File: src/rtl/bcd_to_binary_converter_pkg.sv
// Shared constants and state encoding for the BCD-to-binary converter.
package bcd_to_binary_converter_pkg;

    localparam int BCD_DIGIT_W    = 4;
    localparam int BCD_MAX_DIGIT  = 9;
    localparam int BCD_ADJ_THRESH = 8;
    localparam int BCD_ADJ_SUB    = 3;

    typedef enum logic [1:0] {
        ST_IDLE  = 2'd0,
        ST_SHIFT = 2'd1,
        ST_DONE  = 2'd2
    } state_t;

    // 10^n, used for the elaboration-time width check
    function automatic longint unsigned pow10(input int n);
        longint unsigned p;
        p = 64'd1;
        for (int i = 0; i < n; i++) p = p * 64'd10;
        return p;
    endfunction

endpackage

File: src/rtl/bcd_to_binary_converter_if.sv
// Start/busy/done handshake bundle between the digit entry logic and the converter.
interface bcd_to_binary_converter_if
    import bcd_to_binary_converter_pkg::*;
#(
    parameter int DIGITS = 2,
    parameter int BIN_W  = 8
);
    logic                          start;
    logic [BCD_DIGIT_W*DIGITS-1:0] bcd_in;
    logic                          busy;
    logic                          done;
    logic [BIN_W-1:0]              result;
    logic                          error;

    modport master (output start, bcd_in, input busy, done, result, error);
    modport slave  (input start, bcd_in, output busy, done, result, error);
endinterface

File: src/rtl/bcd_to_binary_converter_digit_adjust.sv
// Reverse double-dabble digit correction: subtract 3 from a nibble that is 8 or more.
module bcd_digit_adjust
    import bcd_to_binary_converter_pkg::*;
(
    input  logic [BCD_DIGIT_W-1:0] i_digit,
    output logic [BCD_DIGIT_W-1:0] o_digit
);
    logic w_adj;

    assign w_adj   = (i_digit >= BCD_DIGIT_W'(BCD_ADJ_THRESH));
    assign o_digit = w_adj ? (i_digit - BCD_DIGIT_W'(BCD_ADJ_SUB)) : i_digit;
endmodule

File: src/rtl/bcd_to_binary_converter.sv
// Sequential BCD-to-binary converter (reverse double-dabble), one shift per clock.
module bcd_to_binary_converter
    import bcd_to_binary_converter_pkg::*;
#(
    parameter int DIGITS = 2,
    parameter int BIN_W  = 8
)(
    input  logic                      i_clk,
    input  logic                      i_rst_n,
    bcd_to_binary_converter_if.slave  io_bus
);
    localparam int BCD_W = BCD_DIGIT_W * DIGITS;
    localparam int CNT_W = (BIN_W > 1) ? $clog2(BIN_W) : 1;

    generate
        if ((64'd1 << BIN_W) <= (pow10(DIGITS) - 64'd1)) begin : g_bad_width
            $fatal(1, "BIN_W too narrow for DIGITS BCD digits");
        end
    endgenerate

    state_t             r_state;
    logic [BCD_W-1:0]   r_bcd;
    logic [BIN_W-1:0]   r_bin;
    logic [CNT_W-1:0]   r_cnt;
    logic               r_err_flag;
    logic               r_busy;
    logic               r_done;
    logic [BIN_W-1:0]   r_result;
    logic               r_error;

    logic [BCD_W+BIN_W-1:0] w_shift;
    logic [BCD_W-1:0]       w_bcd_sh;
    logic [BCD_W-1:0]       w_bcd_adj;
    logic [BIN_W-1:0]       w_bin_sh;
    logic [DIGITS-1:0]      w_bad_vec;
    logic                   w_in_bad;

    // bcd LSB falls into the bin MSB
    assign w_shift  = {r_bcd, r_bin} >> 1;
    assign w_bcd_sh = w_shift[BCD_W+BIN_W-1 -: BCD_W];
    assign w_bin_sh = w_shift[BIN_W-1:0];

    genvar g;
    generate
        for (g = 0; g < DIGITS; g++) begin : g_digit
            bcd_digit_adjust u_adj (
                .i_digit (w_bcd_sh[g*BCD_DIGIT_W +: BCD_DIGIT_W]),
                .o_digit (w_bcd_adj[g*BCD_DIGIT_W +: BCD_DIGIT_W])
            );
            assign w_bad_vec[g] =
                (io_bus.bcd_in[g*BCD_DIGIT_W +: BCD_DIGIT_W] > BCD_DIGIT_W'(BCD_MAX_DIGIT));
        end
    endgenerate

    assign w_in_bad = |w_bad_vec;

    always_ff @(posedge i_clk or negedge i_rst_n) begin
        if (!i_rst_n) begin
            r_state    <= ST_IDLE;
            r_bcd      <= '0;
            r_bin      <= '0;
            r_cnt      <= '0;
            r_err_flag <= 1'b0;
            r_busy     <= 1'b0;
            r_done     <= 1'b0;
            r_result   <= '0;
            r_error    <= 1'b0;
        end else begin
            r_done <= 1'b0;
            case (r_state)
                ST_IDLE: begin
                    if (io_bus.start) begin
                        r_bcd      <= io_bus.bcd_in;
                        r_bin      <= '0;
                        r_cnt      <= CNT_W'(BIN_W - 1);
                        r_error    <= 1'b0;
                        r_err_flag <= w_in_bad;
                        r_busy     <= 1'b1;
                        r_state    <= w_in_bad ? ST_DONE : ST_SHIFT;
                    end
                end
                ST_SHIFT: begin
                    r_bcd <= w_bcd_adj;
                    r_bin <= w_bin_sh;
                    r_cnt <= r_cnt - 1'b1;
                    if (r_cnt == '0) r_state <= ST_DONE;
                end
                ST_DONE: begin
                    r_result <= r_err_flag ? '0 : r_bin;
                    r_error  <= r_err_flag;
                    r_done   <= 1'b1;
                    r_busy   <= 1'b0;
                    r_state  <= ST_IDLE;
                end
                default: begin
                    r_busy  <= 1'b0;
                    r_state <= ST_IDLE;
                end
            endcase
        end
    end

    // Legal input always drains the BCD register completely
    a_bcd_drained: assert property (@(posedge i_clk) disable iff (!i_rst_n)
        (r_state == ST_DONE && !r_err_flag) |-> (r_bcd == '0));

    assign io_bus.busy   = r_busy;
    assign io_bus.done   = r_done;
    assign io_bus.result = r_result;
    assign io_bus.error  = r_error;
endmodule

File: src/flat_wrapper.sv
// flat-port wrapper written by rule: the top's interface ports become plain ports
module bcd_to_binary_converter_flat import bcd_to_binary_converter_pkg::*;
#(
    parameter int DIGITS = 2,
    parameter int BIN_W  = 8
)
  (i_clk, i_rst_n, io_bus_start, io_bus_bcd_in, io_bus_busy, io_bus_done, io_bus_result, io_bus_error);
  bcd_to_binary_converter_if #(.DIGITS(DIGITS), .BIN_W(BIN_W)) io_bus_i ();
  input  logic i_clk;
  input  logic i_rst_n;
  input wire logic [$bits(io_bus_i.start)-1:0] io_bus_start;
  input wire logic [$bits(io_bus_i.bcd_in)-1:0] io_bus_bcd_in;
  output wire logic [$bits(io_bus_i.busy)-1:0] io_bus_busy;
  output wire logic [$bits(io_bus_i.done)-1:0] io_bus_done;
  output wire logic [$bits(io_bus_i.result)-1:0] io_bus_result;
  output wire logic [$bits(io_bus_i.error)-1:0] io_bus_error;
  assign io_bus_i.start = io_bus_start;
  assign io_bus_i.bcd_in = io_bus_bcd_in;
  assign io_bus_busy = io_bus_i.busy;
  assign io_bus_done = io_bus_i.done;
  assign io_bus_result = io_bus_i.result;
  assign io_bus_error = io_bus_i.error;
  bcd_to_binary_converter #(.DIGITS(DIGITS), .BIN_W(BIN_W)) u_core (.i_clk(i_clk), .i_rst_n(i_rst_n), .io_bus(io_bus_i));
endmodule
File: config.mk
export PLATFORM = sky130hd
export DESIGN_NAME = bcd_to_binary_converter_flat
export DESIGN_NICKNAME = d
export VERILOG_FILES = /design/src/rtl/bcd_to_binary_converter_pkg.sv /design/src/rtl/bcd_to_binary_converter_if.sv /design/src/rtl/bcd_to_binary_converter_digit_adjust.sv /design/src/rtl/bcd_to_binary_converter.sv /design/src/flat_wrapper.sv
export SDC_FILE = /design/constraint.sdc
export NUM_CORES = 1
export LEC_CHECK = 0
export ABC_AREA = 1
export BUFFER_PORTS_ARGS = -buffer_cell sky130_fd_sc_hd__buf_2
export CAP_MARGIN = 30
export CORE_AREA = 2 2 66 68
export CTS_BUF_LIST = sky130_fd_sc_hd__clkbuf_4 sky130_fd_sc_hd__clkbuf_8
export DETAILED_ROUTE_END_ITERATION = 12
export DIE_AREA = 0 0 68 70
export SLEW_MARGIN = 40
export SYNTH_ARGS = -nofsm -noshare
export SYNTH_HDL_FRONTEND = slang
export SYNTH_HIERARCHICAL = 1
export SYNTH_SLANG_ARGS = --single-unit
File: constraint.sdc
create_clock -name i_clk -period 1.4 [get_ports i_clk]
set_input_delay 0.14 -clock i_clk [delete_from_list [all_inputs] [get_ports i_clk]]
set_output_delay 0.14 -clock i_clk [all_outputs]
set_load 0.005 [all_outputs]
### Yosys cells after proc, flatten, opt, wreduce, memory -nomap -nowiden

Index checks and enable logic that the tools add are counted.

* flip-flop bits (word level): 33
* bits of input ports: 11
* output and inout port bits: 11
* word-level logic and storage cells: 49

* add/subtract/negate cells: 3
* magnitude comparators: 4
* equality and inequality tests: 4
* multiplexer cells: 18
* bitwise gates (word level): 1
* reduce and logical (&&, ||, !) cells: 10

Operator list (count)
* $pmux W8 S2: 2
* $mux W8: 3
* $reduce_and A2 Y1: 5
* $gt A4 B4 Y1 const B: 2
* $mux W4: 2
* $mux W2: 3
* $pmux W3 S2: 1
* $ge A3 B4 Y1 const B: 1
* $ge A4 B4 Y1 const B: 1
* $pmux W1 S2: 2
* $pmux W2 S2: 1
* $reduce_bool A2 Y1: 2
* $sub A3 B2 Y4 const B: 1
* $sub A4 B2 Y4 const B: 1
* $logic_not A3 Y1: 1
* $mux W1: 3
* $mux W3: 1
* $sub A3 B1 Y3 const B: 1
* $eq A2 B1 Y1 const B: 1
* $eq A2 B2 Y1 const B: 1
* $logic_not A2 Y1: 1
* $ne A2 B1 Y1 const B: 1
* $ne A2 B2 Y1 const B: 1
* $reduce_or A2 Y1: 1
* $not A1 Y1: 1

### Depth between registers and ports, before layout

* word-level depth: 5
* gate-level depth with buffers: 10
* gate-level depth less buffers: 10

### Modules after synthesis

Netlist, hierarchy kept.

By module, submodules not included
* bcd_to_binary_converter: times used 1, cells an instance 157, area each 1376.3 sq um, sequential area each 825.8 sq um
* bcd_digit_adjust: times used 2, cells an instance 16, area each 88.8 sq um, sequential area each 0.0 sq um

### Worst setup path before layout

Ideal clock, no wire load.

* path type: register -> register
* start: reg u_core.r_bcd[1]
* end: reg u_core.r_bcd[1]
* library setup time: 117 ps
* arrival time: 1017 ps
* data required time: 1283 ps
* path slack: 266 ps
* stages on the path, launching flop included: 9
* buffers on the path: 0
* clock period less this slack: 1134 ps
* cells stage by stage: dfrtp_1 > inv_1 > ha_1 > nand2_1 > o21ai_0 > nand2_1 > nand2_1 > nand2_1 > nand2_1

* longest elaborated chain between the ends: 3
* elaborated cells between the ends (all ways): 4
* classes of those cells: 1 x add/sub; 1 x order compare; 2 x mux

Ends and longest elaborated chain
* start, declared: RTL line bcd_to_binary_converter.sv:22 `logic [BCD_W-1:0] r_bcd;`
* start signal, assigned: RTL line bcd_to_binary_converter.sv:73 `r_bcd <= io_bus.bcd_in;`
* start signal, assigned: RTL line bcd_to_binary_converter.sv:83 `r_bcd <= w_bcd_adj;`
* $sub A4 B2 Y4 / $ge A4 B4 Y1 (equally long branches): RTL line bcd_to_binary_converter_digit_adjust.sv:11, bcd_to_binary_converter_digit_adjust.sv:10
* $mux W4 *: RTL line bcd_to_binary_converter_digit_adjust.sv:11 `assign o_digit = w_adj ? (i_digit - BCD_DIGIT_W'(BCD_ADJ_SUB)) : i_digit;`
* named net u_core.w_bcd_adj[1]: RTL line bcd_to_binary_converter.sv:33 `logic [BCD_W-1:0] w_bcd_adj;`
* $pmux W8 S2 *: RTL line bcd_to_binary_converter.sv:70 `case (r_state)`

The timed path passes the listed nets; every way through them passes the cells marked *.
A chain may end at the register's enable or synchronous reset.

### Worst setup path after layout

Ends and elaborated chain as after synthesis.

==> results by group <==
Synthesis
  – Count of cell types in the netlist: 18
  – Synth Area in Compound Gates: 10.4%
  – Combinational family with the most area after synthesis: simple AND/OR/NAND/NOR gates
  – Mapped Cells: 189
  – Mux contribution to synthesized area: 0%
  – Post-synthesis xor/xnor area fraction: 1.13%
  – Simple-gate area share of the yosys netlist: 22.1%
  – Synth Warn #: 6
  – Mapped Area: 1550 µm²
  – Register area share after synthesis: 53.1%
  – Post-Syn Area per Cell: 8.22 µm²
  – Adder-Cell Fraction of Synth Area: 4.83%
  – Yosys reg bits: 33

Hold path
  – WHS Path Cells: 5
  – Endpoint of the worst hold path: u_core/r_bcd[3]
  – Worst hold path class: input port to flip-flop
  – Hold path startpoint: io_bus_bcd_in[3]

Die
  – Die W: 68 µm
  – Initial cell density of the core: 37.5%
  – Die area: 4760 µm²
  – Rows: 24
  – I/O pin count: 22
  – Die H: 70 µm
  – Core Area: 4140 µm²

Routing
  – DRT iter0 DRCs: 114
  – WL/cell: 11.1 µm
  – Detailed Routing Iterations Pass 1: 4
  – WL met1: 1520 µm
  – Met3 routed WL: 92 µm
  – Routed WL: 3050 µm
  – Drt via density: 4.45
  – Max layer used: met4
  – DR vias: 1225
  – Met2 routed wirelength: 1410 µm
  – DRC: 0
  – Routed Antenna Nets: 0

Cells and area
  – Most frequent cells in the layout: 77 x nand2_1, 33 x dfrtp_1, 27 x inv_1
  – Fill cells: 420
  – P&R area growth vs syn: 20.5%
  – Footprint of the multi-input gates: 619 µm²
  – Reg area: 826 µm²
  – Finished Layout Cells: 275
  – Layout cell share with drive strength beyond 1: 15.7%
  – Nets: 239
  – Commonest non-fill, non-tap cell in the layout: nand2_1
  – ANT cells: 0
  – Final Cell Area: 1870 µm²
  – Post-layout util: 45.2%

Clock tree
  – PostCTS Resize Cnt: 0
  – CTS tree: built
  – Max clock buf depth: 2
  – Skew-Pair Late Insertion Delay: 0.28 ns
  – H-Tree Depth: 2
  – Clk slew on worst S/H paths: 0.07 ns
  – CTS Sinks: 33
  – Num CTS Buffers: 5
  – Clock tree root buffer cell: clkbuf_8

STA
  – Tmin final: 1.26 ns
  – Fin crit share: 89.8%
  – Unrepaired setup endpoints after global routing: no
  – Pins Over Slew Limit: 0
  – Worst hold slack: 0.158 ns
  – Setup-failing EPs final: 0
  – Fmax: 795 MHz
  – Clock Skew: 0.00439 ns
  – Setup ws final: 0.142 ns
  – Final setup TNS: 0 ns
  – Hold Fails Final Rpt: 0

Outcome
  – Status: finished clean

Power and ir drop
  – Leakage: 1.05 nW
  – Clock network power share: 24.3%
  – Power Density: 2050 nW/µm²
  – Switching pwr: 1.47 mW
  – Maximum vdd drop: 0.561 mV
  – Switching Share: 38.1%
  – Int Pwr: 2.38 mW
  – Sequential Power Share: 38.7%
  – Combinational power share: 37.1%
  – Total power: 3.85 mW

Global route
  – First-pass GRT wire length: 5360 µm
  – Global Route Usage Sum: 15.0%
  – Total gr overflow: 0
  – Antenna violations before repair: 0
  – Largest net degree at the start of global routing: 34
  – Number of global-route vias before repair: 1220

Worst setup path
  – Worst r2r path cells: 8
  – Required @ worst endpoint: 1.57 ns
  – Crit Reg-Reg Startpoint: u_core/r_bcd[1]
  – CP arrival: 1.43 ns
  – Reg2reg end: u_core/r_bcd[1]
  – Crit path max fanout: 5
  – WS Path Type: flip-flop to flip-flop
  – CP Capture Type: flip-flop
  – R2r setup slk: 0.14 ns
  – Crit start category: flip-flop

Job
  – MaxCap Viol Count: 0

Placed design
  – Placer Congestion: 0.766
  – Number of port buffers: 21
  – Cells after DPL: 266
  – Place WS: 0.133 ns
  – Dpl hpwl: 2100 µm
  – Placed cell area: 1740 µm²
power groups by stage:
stage | sequential, mW | combinational [mW] | clock [mW]
6_report | 1.49 | 1.43 | 0.933
5_1_grt | 1.53 | 1.72 | 0.991
4_1_cts | 1.49 | 1.45 | 0.959
3_5_place_dp | 1.51 | 1.43 | 0
3_3_place_gp | 1.50 | 1.40 | 0
2_1_floorplan | 1.47 | 1.06 | 0
cell families after synthesis:
| kind of cell | after synthesis |
|---|---|
| xor+xnor | 2 |
| buf+inv | 32 |
| compound gates | 28 |
| fa+ha+maj | 6 |
| simple gates | 87 |
| other cells | 1 |
| flops | 33 |
critical path: stages, from the launching register on:
cell	delay, ns
dfrtp_1	0.43
inv_1	0.07
ha_1	0.28
nand2_1	0.06
o21ai_0	0.07
nand2_1	0.08
nand2_1	0.05
nand2_1	0.05
nand2_1	0.06
cell usage after synthesis:
cell type,count,share of area [%]
nand2_1,77,19
dfrtp_1,33,53
inv_1,27,6.5
o21ai_0,16,5.2
o22ai_1,7,2.8
ha_1,6,4.8
nand3_1,5,1.6
buf_2,3,0.97
nor2_1,3,0.72
a21boi_1,2,0.97
a22oi_1,2,0.97
xor2_1,2,1.1
buf_4,1,0.48
conb_1,1,0.24
inv_2,1,0.24
nand2_2,1,0.40
nand2_4,1,0.72
o21bai_1,1,0.48
metal layers:
metal	up-vias	global-route usage, %
met3	2	4.19
met1	565	19.5
met4	0	6.00
met2	19	23.3
met5	-	0
li1	639	-
worst max-delay path by stage:
stage                       from              end  slack (ns)  depth (start not counted)
3_3_place_gp     u_core/r_bcd[1]  u_core/r_bcd[1]        0.15                          8
2_1_floorplan    u_core/r_bcd[1]  u_core/r_bcd[1]        0.27                          8
6_report         u_core/r_bcd[1]  u_core/r_bcd[1]        0.14                          8
5_1_grt        u_core/r_state[1]  u_core/r_bcd[2]        0.01                          7
3_5_place_dp     u_core/r_bcd[1]  u_core/r_bcd[1]        0.13                          8
4_1_cts          u_core/r_bcd[1]  u_core/r_bcd[1]        0.12                          8
sequential cells by signal (all words and copies together), names as in the netlist:
name and count:
u_core/io_bus.result 8, u_core/io_bus.done 1, u_core/r_err_flag 1, u_core/r_bcd 8
u_core/r_cnt 3, u_core/r_state 2, u_core/r_bin 8, u_core/io_bus.busy 1
u_core/io_bus.error 1
final cells by class:
type                            instances  area share [%]
Timing Repair Buffer                   25            7.35
Multi-Input combinational cell        129            33.1
Inverter                               28            5.61
Sequential cell                        33            44.1
Clock inverter                          1            1.60
Tap cell                               52            3.47
Clock buffer                            7            4.81
what timing repair did:
item	4_1_cts	5_1_grt
buffers inserted	0	0
endpoints found under the hold margin	33	0
hold buffers	1	0
Power figures use the tool's default switching activity.
